<file path="src/rtl/tok_pkg.sv">
// Shared types and defaults for the tokenizer front end.
package tok_pkg;

    localparam logic [7:0] DEF_SEP         = 8'h20;
    localparam logic [7:0] DEF_TERM        = 8'h00;
    localparam int         DEF_TOKEN_WIDTH = 8;
    localparam int         DEF_MAX_TOKENS  = 64;

    // Each memory access is an ISSUE/CHECK pair: ISSUE presents the
    // registered address, CHECK consumes the returned data.
    typedef enum logic [3:0] {
        ST_IDLE,
        ST_SKIP_ISSUE,
        ST_SKIP_CHECK,
        ST_CMP_ISSUE,
        ST_CMP_CHECK,
        ST_VSKIP_ISSUE,
        ST_VSKIP_CHECK,
        ST_EMIT,
        ST_WEND_ISSUE,
        ST_WEND_CHECK,
        ST_DONE
    } state_t;

endpackage

</file>
<file path="src/rtl/token_encoder_word_cmp.sv">
// Character classifier for one step of the word-vs-entry comparison.
module word_cmp
    import tok_pkg::*;
#(
    parameter int unsigned              DATA_WIDTH = 8,
    parameter logic [DATA_WIDTH-1:0]    SEP        = DEF_SEP,
    parameter logic [DATA_WIDTH-1:0]    TERM       = DEF_TERM
) (
    input  logic [DATA_WIDTH-1:0] c,
    input  logic [DATA_WIDTH-1:0] v,
    input  logic                  at_entry_start,
    output logic                  c_is_sep,
    output logic                  c_is_term,
    output logic                  v_is_term,
    output logic                  match,
    output logic                  advance,
    output logic                  vocab_end,
    output logic                  mismatch
);

    logic c_is_end;

    // Word end coinciding with entry end is a full match; prefixes never match.
    always_comb begin
        c_is_sep  = (c == SEP);
        c_is_term = (c == TERM);
        v_is_term = (v == TERM);
        c_is_end  = c_is_sep || c_is_term;
        match     = c_is_end && v_is_term;
        advance   = !c_is_end && (c == v);
        vocab_end = !match && !advance && v_is_term && at_entry_start;
        mismatch  = !match && !advance && !vocab_end;
    end

endmodule

</file>
<file path="src/rtl/token_encoder.sv">
// Tokenizer front end: splits an input byte string into words, looks each up
// in a TERM-terminated vocab list and streams one token ID per word.
module token_encoder
    import tok_pkg::*;
#(
    parameter int unsigned              DATA_WIDTH  = 8,
    parameter int unsigned              IN_AW       = 8,
    parameter int unsigned              VOC_AW      = 10,
    parameter int unsigned              TOKEN_WIDTH = DEF_TOKEN_WIDTH,
    parameter logic [DATA_WIDTH-1:0]    SEP         = DEF_SEP,
    parameter logic [DATA_WIDTH-1:0]    TERM        = DEF_TERM,
    parameter logic [TOKEN_WIDTH-1:0]   UNK_ID      = '1,
    parameter int unsigned              MAX_TOKENS  = DEF_MAX_TOKENS
) (
    input  logic                              clk,
    input  logic                              rst_n,
    input  logic                              start,
    input  logic [IN_AW-1:0]                  in_base,
    output logic                              busy,
    output logic                              done,
    output logic                              overflow,
    output logic [IN_AW-1:0]                  in_addr,
    input  logic [DATA_WIDTH-1:0]             in_rdata,
    output logic [VOC_AW-1:0]                 voc_addr,
    input  logic [DATA_WIDTH-1:0]             voc_rdata,
    output logic                              tok_valid,
    input  logic                              tok_ready,
    output logic [TOKEN_WIDTH-1:0]            tok_data,
    output logic                              tok_unk,
    output logic [$clog2(MAX_TOKENS+1)-1:0]   tok_count
);

    localparam int unsigned CW = $clog2(MAX_TOKENS + 1);

    state_t                 state_q, state_d;
    logic [IN_AW-1:0]       word_start_q;
    logic [VOC_AW-1:0]      entry_start_q;
    logic [TOKEN_WIDTH-1:0] id_q;

    logic c_is_sep, c_is_term, v_is_term;
    logic cmp_match, cmp_advance, cmp_vocab_end, cmp_mismatch;
    logic at_entry_start, vp_last, id_last, count_full;

    // Datapath strobes produced alongside the next state.
    logic act_start, wp_inc, word_begin, vp_inc, next_entry;
    logic emit_id, emit_unk, count_inc, set_ovf;

    assign at_entry_start = (voc_addr == entry_start_q);
    assign vp_last        = (voc_addr == '1);
    assign id_last        = (id_q == UNK_ID - 1'b1);
    assign count_full     = (tok_count == CW'(MAX_TOKENS));

    word_cmp #(
        .DATA_WIDTH (DATA_WIDTH),
        .SEP        (SEP),
        .TERM       (TERM)
    ) u_word_cmp (
        .c              (in_rdata),
        .v              (voc_rdata),
        .at_entry_start (at_entry_start),
        .c_is_sep       (c_is_sep),
        .c_is_term      (c_is_term),
        .v_is_term      (v_is_term),
        .match          (cmp_match),
        .advance        (cmp_advance),
        .vocab_end      (cmp_vocab_end),
        .mismatch       (cmp_mismatch)
    );

    // State register; reset aborts any run in progress.
    always_ff @(posedge clk or negedge rst_n) begin
        if (!rst_n) state_q <= ST_IDLE;
        else        state_q <= state_d;
    end

    // Next-state decode; also raises the datapath strobes for this cycle.
    always_comb begin
        state_d    = state_q;
        act_start  = 1'b0;
        wp_inc     = 1'b0;
        word_begin = 1'b0;
        vp_inc     = 1'b0;
        next_entry = 1'b0;
        emit_id    = 1'b0;
        emit_unk   = 1'b0;
        count_inc  = 1'b0;
        set_ovf    = 1'b0;
        case (state_q)
            ST_IDLE, ST_DONE: begin
                if (start) begin
                    act_start = 1'b1;
                    state_d   = ST_SKIP_ISSUE;
                end
            end
            ST_SKIP_ISSUE: state_d = ST_SKIP_CHECK;
            ST_SKIP_CHECK: begin
                if (c_is_term) begin
                    state_d = ST_DONE;
                end else if (c_is_sep) begin
                    wp_inc  = 1'b1;
                    state_d = ST_SKIP_ISSUE;
                end else begin
                    word_begin = 1'b1;
                    state_d    = ST_CMP_ISSUE;
                end
            end
            ST_CMP_ISSUE: state_d = ST_CMP_CHECK;
            ST_CMP_CHECK: begin
                if (cmp_match) begin
                    emit_id = 1'b1;
                    state_d = ST_EMIT;
                end else if (cmp_vocab_end) begin
                    emit_unk = 1'b1;
                    state_d  = ST_EMIT;
                end else if (cmp_mismatch) begin
                    state_d = ST_VSKIP_ISSUE;
                end else if (cmp_advance) begin
                    if (vp_last) begin
                        emit_unk = 1'b1;
                        state_d  = ST_EMIT;
                    end else begin
                        wp_inc  = 1'b1;
                        vp_inc  = 1'b1;
                        state_d = ST_CMP_ISSUE;
                    end
                end
            end
            ST_VSKIP_ISSUE: state_d = ST_VSKIP_CHECK;
            ST_VSKIP_CHECK: begin
                if (vp_last || (v_is_term && id_last)) begin
                    emit_unk = 1'b1;
                    state_d  = ST_EMIT;
                end else if (v_is_term) begin
                    next_entry = 1'b1;
                    state_d    = ST_CMP_ISSUE;
                end else begin
                    vp_inc  = 1'b1;
                    state_d = ST_VSKIP_ISSUE;
                end
            end
            ST_EMIT: begin
                if (tok_ready) begin
                    count_inc = 1'b1;
                    state_d   = ST_WEND_ISSUE;
                end
            end
            ST_WEND_ISSUE: state_d = ST_WEND_CHECK;
            // After a match the pointer is already on the end char; after UNK
            // it may be mid-word, so one scan covers both cases.
            ST_WEND_CHECK: begin
                if (c_is_term) begin
                    state_d = ST_DONE;
                end else if (c_is_sep) begin
                    if (count_full) begin
                        set_ovf = 1'b1;
                        state_d = ST_DONE;
                    end else begin
                        state_d = ST_SKIP_ISSUE;
                    end
                end else begin
                    wp_inc  = 1'b1;
                    state_d = ST_WEND_ISSUE;
                end
            end
            default: state_d = ST_IDLE;
        endcase
    end

    // Status and stream-valid decode from the current state.
    always_comb begin
        busy      = 1'b0;
        done      = 1'b0;
        tok_valid = 1'b0;
        case (state_q)
            ST_IDLE: ;
            ST_DONE: done = 1'b1;
            ST_EMIT: begin
                busy      = 1'b1;
                tok_valid = 1'b1;
            end
            default: busy = 1'b1;
        endcase
    end

    // Pointers, entry bookkeeping, token register and run counters.
    always_ff @(posedge clk or negedge rst_n) begin
        if (!rst_n) begin
            in_addr       <= '0;
            voc_addr      <= '0;
            word_start_q  <= '0;
            entry_start_q <= '0;
            id_q          <= '0;
            tok_data      <= '0;
            tok_unk       <= 1'b0;
            tok_count     <= '0;
            overflow      <= 1'b0;
        end else begin
            if (act_start) begin
                in_addr   <= in_base;
                tok_count <= '0;
                overflow  <= 1'b0;
            end else if (wp_inc) begin
                in_addr <= in_addr + 1'b1;
            end else if (next_entry) begin
                in_addr <= word_start_q;
            end
            if (word_begin) begin
                word_start_q  <= in_addr;
                voc_addr      <= '0;
                entry_start_q <= '0;
                id_q          <= '0;
            end else if (next_entry) begin
                voc_addr      <= voc_addr + 1'b1;
                entry_start_q <= voc_addr + 1'b1;
                id_q          <= id_q + 1'b1;
            end else if (vp_inc) begin
                voc_addr <= voc_addr + 1'b1;
            end
            if (emit_id) begin
                tok_data <= id_q;
                tok_unk  <= 1'b0;
            end else if (emit_unk) begin
                tok_data <= UNK_ID;
                tok_unk  <= 1'b1;
            end
            if (count_inc) tok_count <= tok_count + 1'b1;
            if (set_ovf)   overflow  <= 1'b1;
        end
    end

endmodule
</file>
<file path="config.mk">
export PLATFORM = sky130hd
export DESIGN_NAME = token_encoder
export DESIGN_NICKNAME = d
export VERILOG_FILES = /design/src/rtl/tok_pkg.sv /design/src/rtl/token_encoder_word_cmp.sv /design/src/rtl/token_encoder.sv
export SDC_FILE = /design/constraint.sdc
export NUM_CORES = 1
export LEC_CHECK = 0
export ABC_CLOCK_PERIOD_IN_PS = 2400
export CAP_MARGIN = 15
export CORE_AREA = 10 10 90 131
export DETAILED_ROUTE_END_ITERATION = 8
export DIE_AREA = 0 0 100 141
export PLACE_DENSITY = 0.62
export REMOVE_ABC_BUFFERS = 1
export SLEW_MARGIN = 10
export SYNTH_ARGS = -nofsm -noshare
export SYNTH_HDL_FRONTEND = slang
export SYNTH_SLANG_ARGS = --single-unit
</file>
<file path="constraint.sdc">
create_clock -name clk -period 2.4 [get_ports clk]
set_input_delay 0.48 -clock clk [delete_from_list [all_inputs] [get_ports clk]]
set_output_delay 0.48 -clock clk [all_outputs]
set_load 0.02 [all_outputs]
</file>
# Word level (Yosys, flattened, before mapping)
# Index checks and enable logic that the tools add are counted.
# word_totals
latch_bits,0
mem_bits_ro,0
memories,0
ramBits,0
register_bits,65
inputBits,28
out_inout_bits,38
# op_classes
eq_ne,19
bitwise,0
shift,0
n_mux,70
order_cmp,0
reduce_logical,24
div_mod_pow,0
mul,0
add_sub_neg,4
# ops
op,n
$mux W8,7
$mux W10,5
$mux W4,10
$pmux W4 S10,1
$mux W1,38
$add A8 B1 Y8 const B,2
$eq A4 B3 Y1 const B,4
$logic_not A8 Y1,2
$mux W7,2
$eq A4 B4 Y1 const B,3
$add A10 B1 Y10 const B,1
$eq A10 B10 Y1,1
$eq A10 B10 Y1 const B,1
$mux W3,3
$eq A4 B2 Y1 const B,2
$eq A8 B6 Y1 const B,1
$eq A8 B8 Y1,1
$eq A8 B8 Y1 const B,1
$reduce_bool A2 Y1,4
$add A7 B1 Y7 const B,1
$eq A7 B7 Y1 const B,1
$logic_and A1 B1 Y1,7
$reduce_bool A3 Y1,2
$ne A5 B5 Y1 const B,1
11 further kinds,16

# Logic depth before layout (Yosys ltp)
# logic_depth
ltp_word,17
depth_mapped,10

# Hierarchy
# Synthesis repeated with hierarchy kept, for this count alone.
# hier_totals
hier_cells,432
hier_area_um2,3963.8
# by_module_without_submodules
module,cells_each,area_each_um2,n_inst
token_encoder,408,3777.4,1
word_cmp,24,186.4,1

# Worst setup path before layout
# OpenSTA, ideal clock, no wires.
# synth_timing
path_type,register to register
startpoint,register voc_addr[0]
endpoint,register in_addr[5]
arrival_ns,2.242
stages_incl_launch_ff,9
setup_time_ns,0.140
slack_ns,0.018
path_cell_list,dfrtp_1 -> ha_1 -> nand3_1 -> nor3_4 -> nor3_1 -> buf_4 -> buf_4 -> a2111oi_0 -> a211oi_1
# synth_between
elab_chain_cells,10
elab_cells_between_ends,17
classes_between,eq/ne (2); mux (10); reduce/logical (5)
# synth_rtl
element,line_no,rtl
start: declaration,token_encoder.sv:24,"output logic [VOC_AW-1:0] voc_addr,"
start signal: assignment,token_encoder.sv:213,voc_addr <= voc_addr + 1'b1;
start signal: assignment,token_encoder.sv:217,voc_addr <= voc_addr + 1'b1;
$eq A10 B10 Y1,token_encoder.sv:48,assign at_entry_start = (voc_addr == entry_start_q);
$logic_and A1 B1 Y1,token_encoder_word_cmp.sv:31,vocab_end = !match && !advance && v_is_term && at_entry_start;
$logic_not A1 Y1,token_encoder_word_cmp.sv:32,mismatch = !match && !advance && !vocab_end;
$logic_and A1 B1 Y1,token_encoder_word_cmp.sv:32,
$mux W1,token_encoder.sv:115,end else if (cmp_mismatch) begin
$mux W1,token_encoder.sv:112,end else if (cmp_vocab_end) begin
$mux W1,token_encoder.sv:109,if (cmp_match) begin
$pmux W1 S3,token_encoder.sv:88,case (state_q)
$mux W8,token_encoder.sv:202,end else if (wp_inc) begin
$mux W8,token_encoder.sv:198,if (act_start) begin
end signal: assignment,token_encoder.sv:199,in_addr <= in_base;
end signal: assignment,token_encoder.sv:203,in_addr <= in_addr + 1'b1;
end signal: assignment,token_encoder.sv:205,in_addr <= word_start_q;
end: declaration,token_encoder.sv:22,"output logic [IN_AW-1:0] in_addr,"
# Parallel ways exist; a longest one is shown, timed or not.
# A chain may end at the register's enable or synchronous reset.

# Worst setup path after layout
# layout_timing
startpoint,input port in_rdata[5]
endpoint,register in_addr[5]
# layout_between
elab_chain_cells,16
elab_cells_between_ends,26
classes_between,eq/ne (2); mux (11); reduce/logical (13)
# layout_rtl
element,line_no,rtl
start: declaration,token_encoder.sv:23,"input logic [DATA_WIDTH-1:0] in_rdata,"
$eq A8 B6 Y1 or $logic_not A8 Y1 (tied branches),"token_encoder_word_cmp.sv:25, token_encoder_word_cmp.sv:26",
$logic_or A1 B1 Y1,token_encoder_word_cmp.sv:28,c_is_end = c_is_sep || c_is_term;
$logic_not A1 Y1,token_encoder_word_cmp.sv:30,advance = !c_is_end && (c == v);
$logic_and A1 B1 Y1,token_encoder_word_cmp.sv:30,
$logic_not A1 Y1,"token_encoder_word_cmp.sv:31, token_encoder_word_cmp.sv:32",
$logic_and A1 B1 Y1,"token_encoder_word_cmp.sv:31, token_encoder_word_cmp.sv:32",
$logic_and A1 B1 Y1 (2 in series),token_encoder_word_cmp.sv:31,
$logic_not A1 Y1,token_encoder_word_cmp.sv:32,
$logic_and A1 B1 Y1,token_encoder_word_cmp.sv:32,
$mux W1,token_encoder.sv:115,
$mux W1,token_encoder.sv:112,
$mux W1,token_encoder.sv:109,
$pmux W1 S3 *,token_encoder.sv:88,
$mux W8,token_encoder.sv:202,
$mux W8,token_encoder.sv:198,
# Mark *: on every way between the ends. The rest lies on a longest branch, timed or not.

==> summary by stage <==
Power and ir drop
Power spread over the standard cell area amounts to 913 nW/µm². The worst-case IR drop observed on VDD is 0.632 mV. The leakage dissipation is 0.00211 µW. Total power for the finished layout comes to 4710 µW.

Setup path
The required time of the critical path is 2.64 ns. In this run the critical register-to-register path is launched from voc_addr[1]$_DFFE_PN0P_. The longest individual stage delay on the worst path is 0.57 ns. The critical path capture point type is a register. Along the worst path, the maximum fanout reaches 15.

The critical path goes through clkdlybuf4s50_1 > buf_4 > inv_1 > or3_1 > mux2_2 > o22ai_4 > buf_12 > a2111oi_0 > a211oi_1. For the worst setup path, the data arrival time is 2.56 ns. The category of the worst setup path launch point is a primary input. Tracing the worst setup path back leads to its startpoint at in_rdata[5]. The kind of critical path is primary input to register. The cell with the biggest individual delay on the critical path is sky130_fd_sc_hd__clkdlybuf4s50_1. The flop-to-flop setup slack is 0.18 ns.

STA
Adding up every negative setup slack in the final design gives 0 ns. The post-route clock skew is 0.00456 ns. The slew at the pin closest to its max-slew limit is 0.918 ns. For this run, the top clock speed supported by timing is 431 MHz.

Setup violations remaining at the end of the flow were counted as 0. The number of failing hold endpoints at the final stage is 0. Final hold analysis gives a worst-case slack of 0.156 ns.

The final count of pins violating max slew was 0. The relative slew slack is 38.4%. The portion of the clock cycle consumed by the worst path in the final layout is 96.6%.

After layout, the minimum clock period comes to 2.32 ns.

Logic synthesis
Counting flops with a built-in enable in the synthesized netlist gives 0. Averaged over all synthesized cells, the footprint is 9.80 µm². For this run, the number of Yosys warnings is 0. Synthesis produced 378 cells. The share of async-settable or async-resettable flops after synthesis is 100%. The biggest area contributor in the post-synthesis netlist is sky130_fd_sc_hd__dfrtp_1.

Synthesis instantiated 57 different standard cells from the library. sky130_fd_sc_hd__dfrtp_1 is the most common cell in the netlist. Yosys attributes the largest share of cell area to sky130_fd_sc_hd__dfrtp_1, sky130_fd_sc_hd__xnor2_1, sky130_fd_sc_hd__nor2_1. The post-synth design cell area is 3700 µm². After synthesis the netlist holds a flip-flop and latch count of 65.

Ranked by instance count, the synthesized netlist is headed by sky130_fd_sc_hd__dfrtp_1, sky130_fd_sc_hd__nor2_1, sky130_fd_sc_hd__nand2_1, sky130_fd_sc_hd__xnor2_1, sky130_fd_sc_hd__a211oi_1. The most used flip-flop cell after synthesis is sky130_fd_sc_hd__dfrtp_1. For this run, the register share of the synthesized area comes to 43.9%.

The share of Yosys cell area claimed by the top area cell type is 43.9%.

Die
The boundary pin count is 66. From left edge to right edge, the die measures 100 µm. The area of the die is 14100 µm².

From bottom edge to top edge, the die measures 141 µm. The initial utilization of the core area, before any placement, comes to 38.9%. The placeable core area is 9520 µm². The floorplan row count is 44.

Route
The routed design has 10000 µm of wire. The starting DRC count in detailed routing is 170. The final routed wire length divided by cell count is 17.0 µm.

The number of antenna-violating nets in the routed design is 0. The average vias per placed instance is 5.51. The number of DRC violations after detailed routing is 0. The total vias in the final route is 3262. The count of TritonRoute iterations in the first routing pass is 4.

Clock tree
TritonCTS built the clock tree. The largest buffer count on any clock path is 2. Clock tree synthesis inserted a total of 9 buffers. The insertion delay to the later sink of the worst-skew pair is 0.34 ns. The register clock-pin slew on the reported worst setup and hold paths is 0.06 ns.

Counting every sink on the clock net gives 65. The root buffer cell is sky130_fd_sc_hd__clkbuf_16. The H-tree was split into 3 levels.

Global route
The number of global-route vias before repair was 3449. The initial antenna violation count is 0. The total overflow left after global routing is 0. Global routing used 14.6% of the available tracks across all layers. The first global-routing pass estimated 16900 µm of wire.

Entering global routing, the biggest net connects 41 pins.

Layout
The finished cells cover 5160 µm². The number of antenna cells inserted is 0. The fraction of layout cells with a size suffix above 1 is 17.4%. The final cell count without fillers is 592. The net count of the finished layout is 506. Compared with the post-synthesis result, the final layout area differs by 39.4%.

Place
The detailed placement HPWL is 7440 µm. Port buffering added 65 buffers. The final RePlAce weighted congestion is 0.840. After detailed placement, the total cell area comes to 4800 µm². The cell total after placement is 576.

Job
The tool flagged a number of max-cap violations equal to 0.

Run status
The flow ran to the end, and the final reports show no timing, DRC or antenna violations.

Hold path
The min-delay analysis places its worst path in the category primary input to async pin.
## state kept, by name, indices dropped and copies added (netlist names), 4 cells and up
| signal | count |
|---|---|
| id_q | 8 |
| tok_data | 8 |
| voc_addr | 10 |
| tok_count | 7 |
| entry_start_q | 10 |
| state_q | 4 |
| word_start_q | 8 |
| in_addr | 8 |
## worst paths after layout
check	to	cells past startpoint
hold reg to reg	tok_data[5]$_DFFE_PN0P_	1
setup / recovery	in_addr[5]$_DFFE_PN0P_	9
min in group clk	tok_data[5]$_DFFE_PN0P_	1
setup reg to reg	in_addr[7]$_DFFE_PN0P_	7
hold / removal	in_addr[7]$_DFFE_PN0P_	1
max in group asynchronous	entry_start_q[0]$_DFFE_PN0P_	2
## metal layers
layer / global-route usage (%) / vias to the layer above / wire, µm / share of wire (%)
met1: 16.7 / 1593 / 4190 / 42
met5: 0 / - / 0 / 0
met3: 4.60 / 14 / 662 / 6.6
li1: - / 1566 / - / -
met2: 24.4 / 89 / 5040 / 50
met4: 6.19 / 0 / 145 / 1.4
## stage by stage
step                setup slack (ns)  util (%)
finish                        0.0819      54.2
floorplan                      -1.64         -
global placement              -0.298      50.4
detailed placement            -0.381      50.4
CTS                           0.0333      53.9
global route                 -0.0444      54.2
## cell families after synthesis
| kind of cell | after synthesis | synth area share, % |
|---|---|---|
| flip-flops | 65 | 43.9 |
| AND/OR/NAND/NOR | 141 | 19.8 |
| multiplexers | 16 | 4.70 |
| AO/OA/AOI/OAI | 80 | 16.4 |
| XOR/XNOR | 41 | 9.70 |
| buffers and inverters | 29 | 3.51 |
| adder cells (fa/ha/maj) | 6 | 2.03 |
## placed cells by master (no fill, tap or decap), types with 2 or more instances in the layout
cell type,count
sky130_fd_sc_hd__mux2_2,11
sky130_fd_sc_hd__buf_12,8
sky130_fd_sc_hd__clkbuf_16,9
sky130_fd_sc_hd__and2_1,3
sky130_fd_sc_hd__o21ai_0,12
sky130_fd_sc_hd__a21oi_1,12
sky130_fd_sc_hd__bufinv_16,2
sky130_fd_sc_hd__nor3_1,6
sky130_fd_sc_hd__xor2_1,13
sky130_fd_sc_hd__o41ai_1,3
sky130_fd_sc_hd__and3_1,12
sky130_fd_sc_hd__nand2b_1,7
sky130_fd_sc_hd__buf_4,32
sky130_fd_sc_hd__nor2_1,36
sky130_fd_sc_hd__inv_1,7
sky130_fd_sc_hd__a311oi_1,6
sky130_fd_sc_hd__nand2_1,28
sky130_fd_sc_hd__or3_1,3
sky130_fd_sc_hd__nor4_2,3
sky130_fd_sc_hd__nor4_1,3
sky130_fd_sc_hd__o31ai_1,4
sky130_fd_sc_hd__a2111oi_1,2
sky130_fd_sc_hd__o31a_1,2
sky130_fd_sc_hd__o21a_1,2
sky130_fd_sc_hd__dfrtp_1,65
sky130_fd_sc_hd__nand4_1,10
sky130_fd_sc_hd__mux2i_1,5
sky130_fd_sc_hd__clkdlybuf4s50_1,61
sky130_fd_sc_hd__nor2b_1,5
sky130_fd_sc_hd__a211oi_1,14
sky130_fd_sc_hd__xnor2_1,28
sky130_fd_sc_hd__o22a_1,8
sky130_fd_sc_hd__nand3_1,13
sky130_fd_sc_hd__dlygate4sd2_1,3
sky130_fd_sc_hd__ha_1,6
## worst max-delay path: cells and delay by family
kind	cells	cell delay, ns
simple gates	1	0.36
compound gates	3	0.47
mux	1	0.29
buf+inv	4	0.94
## report_power, final
| part | switching, µW | internal, µW |
|---|---|---|
| Combinational | 862 | 871 |
| Clock | 498 | 940 |
| Sequential | 242 | 1300 |
## repair_timing
item,in CTS,in global routing
buffers inserted,0,0
hold buffers,0,0
setup endpoints to repair,6,9
resized for setup,5,8
pin swaps,0,2
## layout make-up
class | count | area (µm²)
tap | 115 | 144
sequential | 65 | 1630
fill | 869 | 4360
inverter | 7 | 26.3
timing repair buffer | 105 | 1040
clock inverter | 6 | 90.1
clock buffer | 10 | 239
multi-input combinational | 284 | 1990
(Power assumes the default switching activity.)
